[src/rtl/seg_pkg.sv]
// ============================================================================
// Module  : seg_pkg
// Brief   : Shared constants, glyph table and helpers for the seven-segment
//           display arbiter.
// Rev     : 1.0  initial release
// ============================================================================
`default_nettype none

package seg_pkg;

  // Digits on the physical display; one byte of segment frame per digit.
  localparam int SEG_DIGITS = 8;

  // All segments and the decimal point off.
  localparam logic [7:0] SEG_BLANK = 8'h00;

  // Hex glyphs, entry n at bits [8n+7:8n]; bit7 (DP) is always clear here.
  localparam logic [127:0] SEG_HEX_GLYPHS = {
    8'h71, 8'h79, 8'h5E, 8'h39, 8'h7C, 8'h77, 8'h67, 8'h7F,
    8'h07, 8'h7D, 8'h6D, 8'h66, 8'h4F, 8'h5B, 8'h06, 8'h3F
  };

  // Arbiter states.
  typedef enum logic [0:0] {
    ST_IDLE = 1'b0,
    ST_SHOW = 1'b1
  } arb_state_e;

  // Width of a client index; at least one bit even for a single client.
  function automatic int client_idx_w(input int n);
    return (n <= 1) ? 1 : $clog2(n);
  endfunction

  // Segment pattern for one hex nibble.
  function automatic logic [7:0] hex_glyph(input logic [3:0] nib);
    return SEG_HEX_GLYPHS[{nib, 3'b000} +: 8];
  endfunction

endpackage

`default_nettype wire

[src/rtl/rr_picker.sv]
// ============================================================================
// Module  : rr_picker
// Brief   : Combinational round-robin search. Returns the first requester
//           found cyclically starting just after the pointer, as a one-hot
//           vector, plus a flag saying whether anyone requested at all.
// Rev     : 1.0  initial release
// ============================================================================
`default_nettype none

module rr_picker #(
  parameter int NUM_CLIENTS = 4,
  parameter int IDX_W       = 2
) (
  input  logic [NUM_CLIENTS-1:0] req_i,
  input  logic [IDX_W-1:0]       ptr_i,
  output logic [NUM_CLIENTS-1:0] win_o,
  output logic                   valid_o
);

  // Walk ptr+1, ptr+2, ... wrapping; the pointer itself is visited last so
  // the current holder only wins again when nobody else is asking.
  always_comb begin
    logic [IDX_W-1:0] idx;
    win_o   = '0;
    valid_o = 1'b0;
    idx     = '0;
    for (int off = 1; off <= NUM_CLIENTS; off++) begin
      idx = IDX_W'((int'(ptr_i) + off) % NUM_CLIENTS);
      if (!valid_o && req_i[idx]) begin
        win_o[idx] = 1'b1;
        valid_o    = 1'b1;
      end
    end
  end

endmodule

`default_nettype wire

[src/rtl/seg_display_arbiter.sv]
// ============================================================================
// Module  : seg_display_arbiter
// Brief   : Shares one 8-digit seven-segment display among NUM_CLIENTS
//           requesters with round-robin grants, a minimum dwell per grant
//           and an optional per-client lock. The granted client's 32-bit
//           value is hex-decoded into a registered 64-bit segment frame.
//           Optional macro SEG_ARB_CLIENT_DP_EN lights the decimal point of
//           the digit whose index equals the granted client.
// Rev     : 1.0  initial release
// ============================================================================
`default_nettype none

module seg_display_arbiter
  import seg_pkg::*;
#(
  parameter int NUM_CLIENTS  = 4,
  parameter int DWELL_CYCLES = 50000000,
  parameter int VAL_W        = 32
) (
  input  logic                         clk,
  input  logic                         rst_n,
  input  logic [NUM_CLIENTS-1:0]       req,
  input  logic [NUM_CLIENTS-1:0]       lock,
  input  logic [NUM_CLIENTS*VAL_W-1:0] value,
  output logic [NUM_CLIENTS-1:0]       grant,
  output logic [63:0]                  segments,
  output logic                         active
);

  localparam int IDX_W = client_idx_w(NUM_CLIENTS);
  localparam int CNT_W = $clog2(DWELL_CYCLES + 1);
  localparam logic [CNT_W-1:0] CNT_LAST = CNT_W'(DWELL_CYCLES - 1);

  arb_state_e             state_q;
  logic [NUM_CLIENTS-1:0] grant_q;
  logic [IDX_W-1:0]       ptr_q;
  logic [CNT_W-1:0]       cnt_q;
  logic [63:0]            segments_q;
  logic [63:0]            segments_d;

  logic [NUM_CLIENTS-1:0] win;
  logic                   win_valid;
  logic [IDX_W-1:0]       win_idx;
  logic                   req_g;
  logic                   lock_g;
  logic [VAL_W-1:0]       sel_value;

  rr_picker #(
    .NUM_CLIENTS (NUM_CLIENTS),
    .IDX_W       (IDX_W)
  ) u_rr_picker (
    .req_i   (req),
    .ptr_i   (ptr_q),
    .win_o   (win),
    .valid_o (win_valid)
  );

  // Holder's own request / lock; both zero when nothing is granted.
  assign req_g  = |(req & grant_q);
  assign lock_g = |(lock & grant_q);

  // Binary index of the round-robin winner, used to move the pointer.
  always_comb begin
    win_idx = '0;
    for (int i = 0; i < NUM_CLIENTS; i++) begin
      if (win[i]) win_idx = IDX_W'(i);
    end
  end

  // Value of the currently granted client (grant is one-hot or zero).
  always_comb begin
    sel_value = '0;
    for (int i = 0; i < NUM_CLIENTS; i++) begin
      if (grant_q[i]) sel_value = sel_value | value[i*VAL_W +: VAL_W];
    end
  end

  // Next segment frame: decode each nibble, blank when idle, set or clear DP.
  always_comb begin
    segments_d = {SEG_DIGITS{SEG_BLANK}};
    if (|grant_q) begin
      for (int k = 0; k < SEG_DIGITS; k++) begin
        segments_d[8*k +: 8] = hex_glyph(sel_value[4*k +: 4]);
`ifdef SEG_ARB_CLIENT_DP_EN
        // The pointer always names the current holder while in SHOW.
        if (k == int'(ptr_q)) segments_d[8*k+7] = 1'b1;
`else
        segments_d[8*k+7] = 1'b0;
`endif
      end
    end
  end

  // Arbitration FSM: grant, round-robin pointer and dwell counter.
  always_ff @(posedge clk or negedge rst_n) begin
    if (!rst_n) begin
      state_q <= ST_IDLE;
      grant_q <= '0;
      ptr_q   <= IDX_W'(NUM_CLIENTS - 1);
      cnt_q   <= '0;
    end else begin
      case (state_q)
        ST_IDLE: begin
          cnt_q <= '0;
          if (win_valid) begin
            state_q <= ST_SHOW;
            grant_q <= win;
            ptr_q   <= win_idx;
          end
        end
        ST_SHOW: begin
          if (!req_g) begin
            // Holder let go (takes priority over a coincident expiry):
            // hand over without a blank cycle, or fall idle.
            cnt_q <= '0;
            if (win_valid) begin
              grant_q <= win;
              ptr_q   <= win_idx;
            end else begin
              state_q <= ST_IDLE;
              grant_q <= '0;
            end
          end else if (cnt_q == CNT_LAST) begin
            // Dwell expired. The picker visits the holder last, so without
            // a lock it yields to any other requester or re-picks the holder.
            cnt_q <= '0;
            if (!lock_g) begin
              grant_q <= win;
              ptr_q   <= win_idx;
            end
          end else begin
            cnt_q <= cnt_q + CNT_W'(1);
          end
        end
        default: begin
          state_q <= ST_IDLE;
          grant_q <= '0;
          cnt_q   <= '0;
        end
      endcase
    end
  end

  // Segment frame register: one clock behind the grant and the live value.
  always_ff @(posedge clk or negedge rst_n) begin
    if (!rst_n) segments_q <= '0;
    else        segments_q <= segments_d;
  end

  assign grant    = grant_q;
  assign segments = segments_q;
  assign active   = |grant_q;

endmodule

`default_nettype wire
[config.mk]
export PLATFORM = sky130hd
export DESIGN_NAME = seg_display_arbiter
export DESIGN_NICKNAME = d
export VERILOG_FILES = /design/src/rtl/seg_pkg.sv /design/src/rtl/rr_picker.sv /design/src/rtl/seg_display_arbiter.sv
export SDC_FILE = /design/constraint.sdc
export NUM_CORES = 1
export LEC_CHECK = 0
export BUFFER_PORTS_ARGS = -buffer_cell sky130_fd_sc_hd__buf_2
export CAP_MARGIN = 20
export CORE_UTILIZATION = 50
export CTS_BUF_LIST = sky130_fd_sc_hd__clkbuf_2
export DETAILED_ROUTE_END_ITERATION = 7
export PLACE_DENSITY_LB_ADDON = 0.25
export RECOVER_POWER = 50
export SYNTH_ARGS = -nofsm -noshare
export SYNTH_HDL_FRONTEND = slang
export SYNTH_SLANG_ARGS = --single-unit
[constraint.sdc]
create_clock -name clk -period 3.4 [get_ports clk]
set_input_delay 0.51 -clock clk [delete_from_list [all_inputs] [get_ports clk]]
set_output_delay 0.51 -clock clk [all_outputs]
set_load 0.02 [all_outputs]
==> run metrics <==
critical-path maximum fanout 32; Ant. Diodes 0; Fin Hold WS 0.304 ns; worst skew pair latency 0.58 ns; row count 40; Die Y 115 µm; R2R Path Start ptr_q[0]$_DFFE_PN1P_; NumNets Final 1,067; total track usage 27.2%; synthesized instance count 700; Total Wirelength 17,700 µm; DR iter-0 viols 355; max-slew violation count 75; Avg Cell Area, Syn 9.06 µm²; largest buffer count on any clock path 2; drt pass-1 iters 8; hold endpoint segments[25]$_DFF_PN0_; DP Area 7400 µm²; worst vdd ir 0.000496 V; failing checks max-capacitance violations, max-slew violations; die area 13,100 µm²; r2r setup slk 0.54 ns; most common library cells after synthesis dfrtp_1 (87), nor2_1 (80), nand2_1 (78); fin crit share 91.7%; number of vias per cell 5.88; die width 115 µm; CP startpoint kind register; post_cts resized 0; Ys Warns 0; Num CTS Buffers 9; count of cell types in the netlist 67; DP HPWL 13,300 µm; ys async rst share 100%; Fill cells 1,100; first-pass GRT wire length 28,200 µm; Starting Density 51.9%; largest area contributor in the netlist dfrtp_1; Final Cell Area 7460 µm²; Pwr Total 7.54 mW; Post-synth EDFFs 0; Setup-failing EPs final 0; final setup skew 0.0284 ns; f_max 0.321 GHz; post-synth top area share 34.3%; Area growth, synth to finish 17.6%; Rel. slew slack -25.8%; setup bufs post-CTS 0; post-cts hold buffer count 0; Mapped Area 6340 µm²; cell with the most instances after synthesis dfrtp_1; vias in the first global route 5,893; largest net degree at the start of global routing 75; CP required 2.89 ns; Static Leak 3.45 nW; Port Buf Inserts 198; Crit Path Category register to primary output; Core Area 12,200 µm²; hold path cells 4; layout cells sized above 1 26.2%; pin slew with the least headroom to its limit 1.89 ns; Post-Route Setup TNS 0 ns; Remaining DRCs 0; final antenna-violating net count 0; Seq/Total Area, Yosys 35.1%; main flop type after synthesis dfrtp_1; Final Critical Period 3.12 ns; RR Endpoint ptr_q[0]$_DFFE_PN1P_; min-delay worst type input pin to register; Reg clk slew, reported paths 0.26 ns; top cells by area, synth dfrtp_1 (34%), ha_1 (9.7%), a22oi_1 (5.4%); pwr dens 1010 nW/µm²; I/O Pins 207; CTS tree yes; GR Overflow Total 0; Final Core Density 61.1%; Final Hold Viols 0; unrepaired setup endpoints after global routing false; Arr. time, crit path 2.61 ns; status complete, but fails checks; routed len/inst 16.9 µm; hold_sp value[108]; total clock sinks 89; via total after detailed routing 6,189; Max Cap Viol 1; initial antenna violation count 0; register bit total from synthesis 89; Setup crit end kind primary output; FF-to-FF path depth 8; GP Congestion 0.901; Root Buffer clkbuf_2; H-tree Lvls 3
[cells by family (layout without fill, tap and decap cells)]
| group | count (synthesis) | count (layout) | synth area share (%) |
|---|---|---|---|
| DFF | 89 | 89 | 35.1 |
| muxes | 12 | 12 | 2.19 |
| AOI/OAI and AO/OA | 196 | 196 | 24.7 |
| and+or+nand+nor | 258 | 258 | 19.3 |
| adders and majority gates | 49 | 49 | 9.66 |
| buffers and inverters | 71 | 248 | 5.64 |
| other | 1 | 8 | 0.0591 |
| xor gates and xnor gates | 24 | 24 | 3.31 |
[placed cells by master (no fill, tap or decap), types with 4 or more instances in the layout]
cell / count
nand3_1: 16
and2_1: 16
a211oi_1: 15
a22o_1: 15
o22ai_1: 9
a311oi_1: 17
o221a_2: 4
nand2b_1: 5
buf_2: 167
xnor2_1: 12
and3_1: 9
a22oi_1: 46
nor2b_1: 7
inv_1: 26
o21ai_0: 4
ha_1: 49
mux2i_1: 8
nor2_1: 80
dfrtp_1: 85
clkbuf_1: 32
buf_4: 6
nor3_1: 21
a221oi_2: 12
o221ai_1: 4
clkbuf_2: 10
nand4_1: 5
o21a_1: 4
conb_1: 8
xor2_1: 12
a21oi_1: 35
a31oi_1: 9
nand2_1: 78
[registers in the layout, indices dropped and copies added, names as in the netlist]
signal / count
cnt_q: 26
segments: 56
ptr_q: 2
grant: 4
state_q: 1
[worst max-delay path by stage]
| stage | endpoint | slack [ns] | start |
|---|---|---|---|
| after floorplan | ptr_q[0]$_DFFE_PN1P_ | 0.84 | ptr_q[0]$_DFFE_PN1P_ |
| after global placement | ptr_q[0]$_DFFE_PN1P_ | 0.71 | ptr_q[0]$_DFFE_PN1P_ |
| after detailed placement | ptr_q[0]$_DFFE_PN1P_ | 0.61 | ptr_q[0]$_DFFE_PN1P_ |
| after CTS | active | 0.25 | grant[2]$_DFFE_PN0P_ |
| after global routing | active | 0.14 | grant[2]$_DFFE_PN0P_ |
| final | active | 0.28 | grant[2]$_DFFE_PN0P_ |
[report_power, final]
group	leakage (nW)	switching [mW]	total [mW]	internal, mW
sequential	1.08	0.356	1.84	1.49
combinational	2.30	3.23	5.14	1.91
clock	0.0648	0.384	0.553	0.169
total	3.45	3.97	7.54	3.57
[critical path, cell delays in order (launching register included)]
cell	delay, ns
dfrtp_2	0.95
buf_4	0.29
nor4_4	0.06
inv_1	0.44
buf_2	0.26
[per-layer routing]
layer	wire (µm)	share of wire, %	GRT usage [%]
met5	0	0	0
met4	500	2.8	9.35
met3	1100	6.2	5.51
met2	8880	50	48.3
met1	7260	41	32.8
[layout make-up]
type / instances / area (µm²) / share of cell area [%]
multi-input combinational: 547 / 3800 / 50.9
sequential: 89 / 2230 / 29.9
timing repair buffer: 206 / 1010 / 13.5
tap: 168 / 210 / 2.82
inverter: 27 / 101 / 1.36
clock inverter: 6 / 67.6 / 0.905
clock buffer: 9 / 45.0 / 0.604
[through the flow]
step                setup WS (ns)  std cells
floorplan                   0.844        707
global placement            0.712       1037
detailed placement          0.613       1037
CTS                         0.247       1052
global route                0.141       1052
finish                      0.284       1052
Note: power is estimated with default switching activity, not from simulation.
